<file path="src/rtl/mod_mul_ctrl_if.sv">
// Handshake between the modular-multiply front end (master) and the Barrett reducer (slave).
// The master drives the 128-bit operand, sign and enable; the slave answers with valid/result.
interface mod_mul_ctrl_if;
    logic         red_enable;
    logic [127:0] red_a;
    logic         red_sign;
    logic         red_valid;
    logic [63:0]  red_result;

    modport master (
        output red_enable,
        output red_a,
        output red_sign,
        input  red_valid,
        input  red_result
    );

    modport slave (
        input  red_enable,
        input  red_a,
        input  red_sign,
        output red_valid,
        output red_result
    );
endinterface

</file>
<file path="src/rtl/mod_mul_ctrl.sv">
// Latches two 64-bit operands, forms their 128-bit product with a radix-2 shift-add loop,
// hands it to the Barrett reducer and returns the reduced value with done/err pulses.
module mod_mul_ctrl #(
    parameter int unsigned TIMEOUT_CYC = 255
) (
    input  logic                  clk_i,
    input  logic                  rst_ni,
    input  logic                  start_i,
    input  logic [63:0]           op_a_i,
    input  logic [63:0]           op_b_i,
    input  logic                  neg_i,
    output logic                  busy_o,
    output logic                  done_o,
    output logic                  err_o,
    output logic [63:0]           result_o,
    mod_mul_ctrl_if.master        red
);

    typedef enum logic [2:0] {
        StIdle,
        StMul,
        StReq,
        StWait,
        StFin
    } state_e;

    state_e state_q, state_d;

    logic [63:0]  op_a_q, op_a_d;
    logic [63:0]  op_b_q, op_b_d;
    logic [127:0] acc_q, acc_d;
    logic [5:0]   bit_cnt_q, bit_cnt_d;
    logic [15:0]  wait_cnt_q, wait_cnt_d;
    logic         sign_q, sign_d;
    logic [63:0]  result_q, result_d;
    logic         err_q, err_d;

    logic         accept;
    logic         last_bit;
    logic         timeout;
    logic [127:0] partial;

    assign accept   = (state_q == StIdle) && start_i;
    assign last_bit = (bit_cnt_q == 6'd63);
    // Counter equals TIMEOUT_CYC-1 on the last of TIMEOUT_CYC WAIT cycles.
    assign timeout  = (wait_cnt_q == 16'(TIMEOUT_CYC - 1));
    assign partial  = {64'b0, op_a_q} << bit_cnt_q;

    // State register.
    always_ff @(posedge clk_i) begin
        if (!rst_ni) begin
            state_q <= StIdle;
        end else begin
            state_q <= state_d;
        end
    end

    // Next-state logic.
    always_comb begin
        state_d = state_q;
        unique case (state_q)
            StIdle: begin
                if (start_i) begin
                    state_d = StMul;
                end
            end
            StMul: begin
                if (last_bit) begin
                    state_d = StReq;
                end
            end
            StReq: begin
                state_d = StWait;
            end
            StWait: begin
                if (red.red_valid) begin
                    state_d = StFin;
                end else if (timeout) begin
                    state_d = StIdle;
                end
            end
            StFin: begin
                state_d = StIdle;
            end
            default: begin
                state_d = StIdle;
            end
        endcase
    end

    // Outputs decoded from the current state.
    always_comb begin
        busy_o         = (state_q != StIdle);
        done_o         = (state_q == StFin);
        err_o          = err_q;
        result_o       = result_q;
        red.red_enable = (state_q == StReq);
        red.red_a      = acc_q;
        red.red_sign   = sign_q;
    end

    // Datapath next-state.
    always_comb begin
        op_a_d     = op_a_q;
        op_b_d     = op_b_q;
        acc_d      = acc_q;
        bit_cnt_d  = bit_cnt_q;
        wait_cnt_d = wait_cnt_q;
        sign_d     = sign_q;
        result_d   = result_q;
        err_d      = 1'b0;

        unique case (state_q)
            StIdle: begin
                if (accept) begin
                    op_a_d    = op_a_i;
                    op_b_d    = op_b_i;
                    sign_d    = neg_i;
                    acc_d     = '0;
                    bit_cnt_d = '0;
                end
            end
            StMul: begin
                if (op_b_q[bit_cnt_q]) begin
                    acc_d = acc_q + partial;
                end
                bit_cnt_d = bit_cnt_q + 6'd1;
            end
            StReq: begin
                wait_cnt_d = '0;
            end
            StWait: begin
                // The reducer's valid is a level; any value seen before WAIT is stale.
                if (red.red_valid) begin
                    result_d = red.red_result;
                end else if (timeout) begin
                    err_d = 1'b1;
                end else begin
                    wait_cnt_d = wait_cnt_q + 16'd1;
                end
            end
            StFin: begin
            end
            default: begin
            end
        endcase
    end

    always_ff @(posedge clk_i) begin
        if (!rst_ni) begin
            op_a_q     <= '0;
            op_b_q     <= '0;
            acc_q      <= '0;
            bit_cnt_q  <= '0;
            wait_cnt_q <= '0;
            sign_q     <= 1'b0;
            result_q   <= '0;
            err_q      <= 1'b0;
        end else begin
            op_a_q     <= op_a_d;
            op_b_q     <= op_b_d;
            acc_q      <= acc_d;
            bit_cnt_q  <= bit_cnt_d;
            wait_cnt_q <= wait_cnt_d;
            sign_q     <= sign_d;
            result_q   <= result_d;
            err_q      <= err_d;
        end
    end

endmodule
</file>
<file path="src/flat_wrapper.sv">
// flat-port wrapper written by rule: the top's interface ports become plain ports
module mod_mul_ctrl_flat 
#(
    parameter int unsigned TIMEOUT_CYC = 255
)
  (clk_i, rst_ni, start_i, op_a_i, op_b_i, neg_i, busy_o, done_o, err_o, result_o, red_red_enable, red_red_a, red_red_sign, red_red_valid, red_red_result);
  mod_mul_ctrl_if red_i ();
  input  logic clk_i;
  input  logic rst_ni;
  input  logic start_i;
  input  logic [63:0] op_a_i;
  input  logic [63:0] op_b_i;
  input  logic neg_i;
  output logic busy_o;
  output logic done_o;
  output logic err_o;
  output logic [63:0] result_o;
  output wire logic [$bits(red_i.red_enable)-1:0] red_red_enable;
  output wire logic [$bits(red_i.red_a)-1:0] red_red_a;
  output wire logic [$bits(red_i.red_sign)-1:0] red_red_sign;
  input wire logic [$bits(red_i.red_valid)-1:0] red_red_valid;
  input wire logic [$bits(red_i.red_result)-1:0] red_red_result;
  assign red_red_enable = red_i.red_enable;
  assign red_red_a = red_i.red_a;
  assign red_red_sign = red_i.red_sign;
  assign red_i.red_valid = red_red_valid;
  assign red_i.red_result = red_red_result;
  mod_mul_ctrl #(.TIMEOUT_CYC(TIMEOUT_CYC)) u_core (.clk_i(clk_i), .rst_ni(rst_ni), .start_i(start_i), .op_a_i(op_a_i), .op_b_i(op_b_i), .neg_i(neg_i), .busy_o(busy_o), .done_o(done_o), .err_o(err_o), .result_o(result_o), .red(red_i));
endmodule
</file>
<file path="config.mk">
export PLATFORM = sky130hd
export DESIGN_NAME = mod_mul_ctrl_flat
export DESIGN_NICKNAME = d
export VERILOG_FILES = /design/src/rtl/mod_mul_ctrl_if.sv /design/src/rtl/mod_mul_ctrl.sv /design/src/flat_wrapper.sv
export SDC_FILE = /design/constraint.sdc
export NUM_CORES = 1
export LEC_CHECK = 0
export ABC_AREA = 1
export CELL_PAD_IN_SITES_DETAIL_PLACEMENT = 0
export CELL_PAD_IN_SITES_GLOBAL_PLACEMENT = 1
export CORE_ASPECT_RATIO = 0.8
export CORE_MARGIN = 2
export CORE_UTILIZATION = 35
export DETAILED_ROUTE_END_ITERATION = 12
export PLACE_DENSITY_LB_ADDON = 0.1
export RECOVER_POWER = 50
export SYNTH_ARGS = -nofsm -noshare
export SYNTH_HDL_FRONTEND = slang
export SYNTH_SLANG_ARGS = --single-unit
export TNS_END_PERCENT = 1
</file>
<file path="constraint.sdc">
create_clock -name clk_i -period 3.2 [get_ports clk_i]
set_input_delay 0.64 -clock clk_i [delete_from_list [all_inputs] [get_ports clk_i]]
set_output_delay 0.64 -clock clk_i [all_outputs]
set_load 0.03 [all_outputs]
</file>
# Word-level counts from Yosys, hierarchy flattened
# Cells that the tools add are included.
# op_classes
addsub,3
n_mul,0
div_mod_pow,0
magnitude_cmp,1
eq_ne,13
n_shift,1
n_mux,16
bitwise_logic,2
n_reduce_logical,12
# ops
operator,n
128-bit two-way mux,2
128-bit one-hot mux with 2 select lines,1
128-bit adder,1
64-bit by 6-bit << shifter with 128-bit output,1
16-bit two-way mux,2
16-bit one-hot mux with 2 select lines,1
"16-bit by 1-bit adder with 16-bit output, second input constant",1
"16-bit by 8-bit == test with 1-bit output, second input constant",1
3-bit two-way mux,4
3-bit one-hot mux with 4 select lines,1
6-bit one-hot mux with 2 select lines,1
3-bit AND reduction,3
"6-bit by 7-bit less-than comparator with 1-bit output, second input constant",1
"6-bit by 1-bit adder with 6-bit output, second input constant",1
1-bit binary-select mux with 6-bit select,1
"3-bit by 2-bit == test with 1-bit output, second input constant",2
"6-bit == test, second input constant",1
6-bit two-way mux,1
"2-bit by 1-bit != test with 1-bit output, second input constant",3
"2-bit != test, second input constant",3
2-bit AND reduction,3
2-bit nonzero test,2
"3-bit by 1-bit == test with 1-bit output, second input constant",1
"3-bit == test, second input constant",1
7 further kinds,9
# totals
register_bits,347
latchBits,0
ramBits,0
romBits,0
inputBits,197
word_cells,57
mem_count,0

# Longest topological paths before layout
# depth
ltp_word,4
ltp_mapped,35

# Least setup slack after synthesis
# Ideal clock, no wire load.
# synth_path
path_type,reg-to-reg
start,register u_core.bit_cnt_q[0]
end,"register u_core.acc_q[124], in the netlist u_core.red.red_a[124]"
setup_ns,0.132
arrival_time_ns,3.183
t_required_ns,3.068
setup_slack_ns,-0.115
stages_incl_launch_ff,29
path_buffers,4
cell_sequence,dfxtp_1 buf_6 buf_6 buf_6 buf_2 nand2_1 o21ai_0 mux2i_1 nand2_1 o21ai_1 nor2_1 a31oi_1 o21ai_1 and2_1 ha_1 nand2_1 nor2_1 inv_1 nor2_1 and2_1 nand2_1 nand2_1 nand2_1 nand2_1 nand2_1 nand2_1 nand2_1 nand3_1 a21oi_1
# synth_between
elab_chain_len,4
word_cells_on_any_way,8
# synth_rtl
element,line_no,rtl
"start, declared",mod_mul_ctrl.sv:32,"logic [5:0] bit_cnt_q, bit_cnt_d;"
"start signal, assigned",mod_mul_ctrl.sv:163,bit_cnt_q <= bit_cnt_d;
64-bit by 6-bit << shifter with 128-bit output or 1-bit binary-select mux with 6-bit select (tied branches),"mod_mul_ctrl.sv:47, mod_mul_ctrl.sv:124",
128-bit adder or 1-bit two-way mux (tied branches),"mod_mul_ctrl.sv:125, mod_mul_ctrl.sv:124",
128-bit two-way mux or 2-bit by 1-bit != test with 1-bit output (tied branches),--,
128-bit one-hot mux with 2 select lines or 3-bit AND reduction (tied branches),--,
"end signal, assigned",mod_mul_ctrl.sv:153,acc_q <= '0;
"end signal, assigned",mod_mul_ctrl.sv:162,acc_q <= acc_d;
"end, declared",mod_mul_ctrl.sv:31,"logic [127:0] acc_q, acc_d;"
# Several ways; a longest one is shown, not always the timed one. The select of a mux whose other input is x is not followed.
# A chain may end at the register's enable or synchronous reset.

# Final worst setup path
# layout_path
start,register u_core.bit_cnt_q[0]
end,"register u_core.acc_q[46], in the netlist u_core.red.red_a[46]"
# The elaborated chain is that of the path after synthesis.

==> metrics <==
number of distinct library cell variants in the gate-level netlist after synthesis=42; fraction of final layout cells with drive strength greater than 1=21.3%; average routed wire per standard cell=roughly 20 µm; violated checks=setup timing; maximum clock rate=238 MHz; number of clock sinks=between 300 and 400; CORE AREA=89100 µm²; area of the die=92200 µm²; sequential area share after synthesis=around 22%; class of the tightest hold or removal check=flop to flop; overall die height=272 µm; pin count of the biggest net entering global routing=118; Cells after Synth=5863; Critical Path RT=approximately 3.7 ns; number of placed instances, taps included=between 8000 and 9000; buffer type at the clock tree root=sky130_fd_sc_hd__clkbuf_16; CTS tree=yes; Total Power Consumption=about 29 mW; Critical Path Start Type=flop; post-route DRC violation count=0; area added between synthesis and finish=48.7%; Starting Density=a little over a third; non-filler cells, final=~8200; fraction of post-synthesis cell area in the top cell type by area=25.4%; Clock Skews=0.0434 ns; GRT Overall Usage=34.1%; maximum fanout along the worst path=12; most instantiated cells after synthesis=sky130_fd_sc_hd__nand2_1 (2122), sky130_fd_sc_hd__inv_1 (989), sky130_fd_sc_hd__nor2_1 (515); standard cell area after detailed placement=roughly 43000 µm²; net total in the final layout=between 7000 and 8000; final core area utilization=about 52%; synthesized flop and latch total=~350; final routed wirelength across all metal layers=around 160 mm; Boundary Pins=a little under 400; post-layout minimum cycle time=~4.2 ns; Detailed Place HPWL=roughly 140 mm; CTS H-tree depth=2; total count of hold-check failures in the final report=0; first-iteration detailed-routing DRC count=~3600; Post-synth EDFFs=0; main area contributors after synthesis=sky130_fd_sc_hd__nand2_1 (25%), sky130_fd_sc_hd__dfxtp_1 (22%), sky130_fd_sc_hd__inv_1 (12%); max_cap viols=0; top cell type by total area after synthesis=sky130_fd_sc_hd__nand2_1; Max VDD drop=around 410 µV; prevailing post-synth register cell=sky130_fd_sc_hd__dfxtp_1; diodes inserted=0; cell area after layout=about 47000 µm²; unrepaired setup endpoints after global routing=true; crit share post-route=131%; Post-Route Setup TNS=-96.70 ns; element type at the critical path end=flop; filler instances=about 9600; count of standard-cell rows=between 90 and 100; number of buffers inserted during clock tree synthesis=44; antenna violation net count after detailed routing=0; fraction of registers with async set/reset=0%; final setup violation count=around 150; die width=around 340 µm; count of buffers inserted at the top-level ports=393; final worst slack=-1.00 ns; data arrival time of the worst path=~4.7 ns; number of max-slew violations in the final report=0; post-synthesis instance area=approximately 31000 µm²; global-route wire length before repair=237 mm; power density relative to cell area=617 nW/µm²; run status=complete, but fails checks; register clock-pin slew on the reported worst setup and hold paths=about 0.060 ns; Avg Inst Size Synth=approximately 5.4 µm²; static power due to leakage=approximately 23 nW; GPL Wtd Cong=a little over 1; worst setup path class=flop to flop; most used standard cell by instance count after synthesis=sky130_fd_sc_hd__nand2_1; source-to-sink clock delay at the later pin of the worst-skew pair=0.65 ns; Hold Buf Count CTS=0; vias after detailed routing=a little over 40000; Yosys warnings=0; Overflow after GRT=0; vias per std cell=4.97; vias in the first global route=between 30000 and 40000; initial antenna violation count=3; syn nets=about 6200; Tightest Pin Transition=1.46 ns; buffer levels on the longest clock path=3; first-pass iteration count of the detailed router=6; Slew headroom=approximately 2.9%
metal layers:
| layer | track usage (%) | share of wire [%] | up-vias |
|---|---|---|---|
| met5 | 0 | 0.0079 | - |
| met3 | 4.68 | 7.9 | 214 |
| met1 | 50.2 | 48 | 18800 |
| met4 | 9.46 | 2.9 | 2 |
| li1 | - | - | 20500 |
| met2 | 51.4 | 42 | 1424 |
critical path, cell delays in order (launching register included):
cell and delay (ns):
sky130_fd_sc_hd__dfxtp_4 0.46, sky130_fd_sc_hd__buf_6 0.17, sky130_fd_sc_hd__clkbuf_16 0.16, sky130_fd_sc_hd__nand2_1 0.05, sky130_fd_sc_hd__o21ai_1 0.11, sky130_fd_sc_hd__mux2i_1 0.14
sky130_fd_sc_hd__mux2i_1 0.29, sky130_fd_sc_hd__buf_4 0.16, sky130_fd_sc_hd__nand2_1 0.05, sky130_fd_sc_hd__o21ai_2 0.08, sky130_fd_sc_hd__nand2_1 0.17, sky130_fd_sc_hd__o21ai_1 0.33
sky130_fd_sc_hd__ha_2 0.40, sky130_fd_sc_hd__nand2_1 0.08, sky130_fd_sc_hd__nand2_1 0.06, sky130_fd_sc_hd__buf_4 0.13, sky130_fd_sc_hd__nand2_1 0.04, sky130_fd_sc_hd__nand2_1 0.06
sky130_fd_sc_hd__inv_1 0.06, sky130_fd_sc_hd__nand2_1 0.08, sky130_fd_sc_hd__inv_1 0.06, sky130_fd_sc_hd__nand2_1 0.10, sky130_fd_sc_hd__inv_1 0.11, sky130_fd_sc_hd__nand3_4 0.14
sky130_fd_sc_hd__buf_4 0.19, sky130_fd_sc_hd__or2_2 0.26, sky130_fd_sc_hd__nand3_1 0.07, sky130_fd_sc_hd__a21oi_1 0.07
registers in the layout (all words and copies together) (netlist names):
register and flops:
u_core.bit_cnt_q 6, u_core.result_o 64, u_core.err_o 1, u_core.op_b_q 64, u_core.op_a_q 64, u_core.state_q 3, u_core.wait_cnt_q 16, u_core.red.red_a 128
u_core.red.red_sign 1
where the power goes:
part           internal (mW)  switching (mW)  total, mW
registers               5.23           0.964       6.19
logic                   6.98            10.3       17.2
clock network           3.05            2.33       5.38
cells by family after synthesis:
| family | synth area share [%] |
|---|---|
| simple gates | 39.8 |
| fa+ha+maj | 5.24 |
| compound gates | 16.2 |
| xor+xnor | 0.167 |
| mux | 1.31 |
| buf+inv | 15.1 |
| flops | 22.1 |
stage by stage:
stage	hold slack, ns	setup WS, ns
final	0.449	-1.00
after global routing	0.469	-1.24
after global placement	0.436	-1.34
after CTS	0.451	-0.995
after detailed placement	0.440	-1.36
after floorplan	0.424	-0.0314
timing repair:
item | CTS | global route
resized for setup | 223 | 263
buffers inserted | 4 | 10
cloned | 0 | 4
pin swaps | 8 | 27
endpoints found under the hold margin | 0 | 0
endpoints found under the setup margin | 122 | 124
placed cells by master, fill, tap and decap left out, drive strengths merged:
master and count:
a211oi 2, or2 43, nand3 318, clkdlybuf4s50 386
nand4 24, o21bai 9, nor2 515, ha 130
dlygate4sd3 5, a21oi 417, o31ai 7, bufinv 3
xor2 4, a21o 1, o2111ai 1, nor3 44
clkinvlp 2, buf 928, a221oi 2, nand3b 20
o21a 1, nand2 2125, a31oi 27, xnor2 2
nor4 14, o221a 1, inv 998, a31o 1
dfxtp 347, o21ai 507, clkbuf 68, and2 16
clkinv 12, fa 1, mux2i 41, o211ai 15
final cells by class:
| type | count | area (µm²) | area share (%) |
|---|---|---|---|
| multi-input combinational | 4288 | 21500 | 46.1 |
| timing repair buffer | 1325 | 11400 | 24.5 |
| sequential | 347 | 6960 | 14.9 |
| inverter | 997 | 3750 | 8.02 |
| tap | 1200 | 1500 | 3.21 |
| clock buffer | 62 | 1280 | 2.74 |
| clock inverter | 18 | 229 | 0.490 |
final timing paths:
path	from	end	slack, ns	cells after the start
max reg2reg	u_core.bit_cnt_q[0]$_SDFFE_PN0P_	u_core.red.red_a[46]$_SDFFE_PN0P_	-1.00	27
max	u_core.bit_cnt_q[0]$_SDFFE_PN0P_	u_core.red.red_a[46]$_SDFFE_PN0P_	-1.00	27
min	u_core.op_b_q[48]$_SDFFE_PN0P_	u_core.op_b_q[48]$_SDFFE_PN0P_	0.45	2
min reg2reg	u_core.op_b_q[48]$_SDFFE_PN0P_	u_core.op_b_q[48]$_SDFFE_PN0P_	0.45	2
No activity file was read; power rests on OpenSTA's default activity.
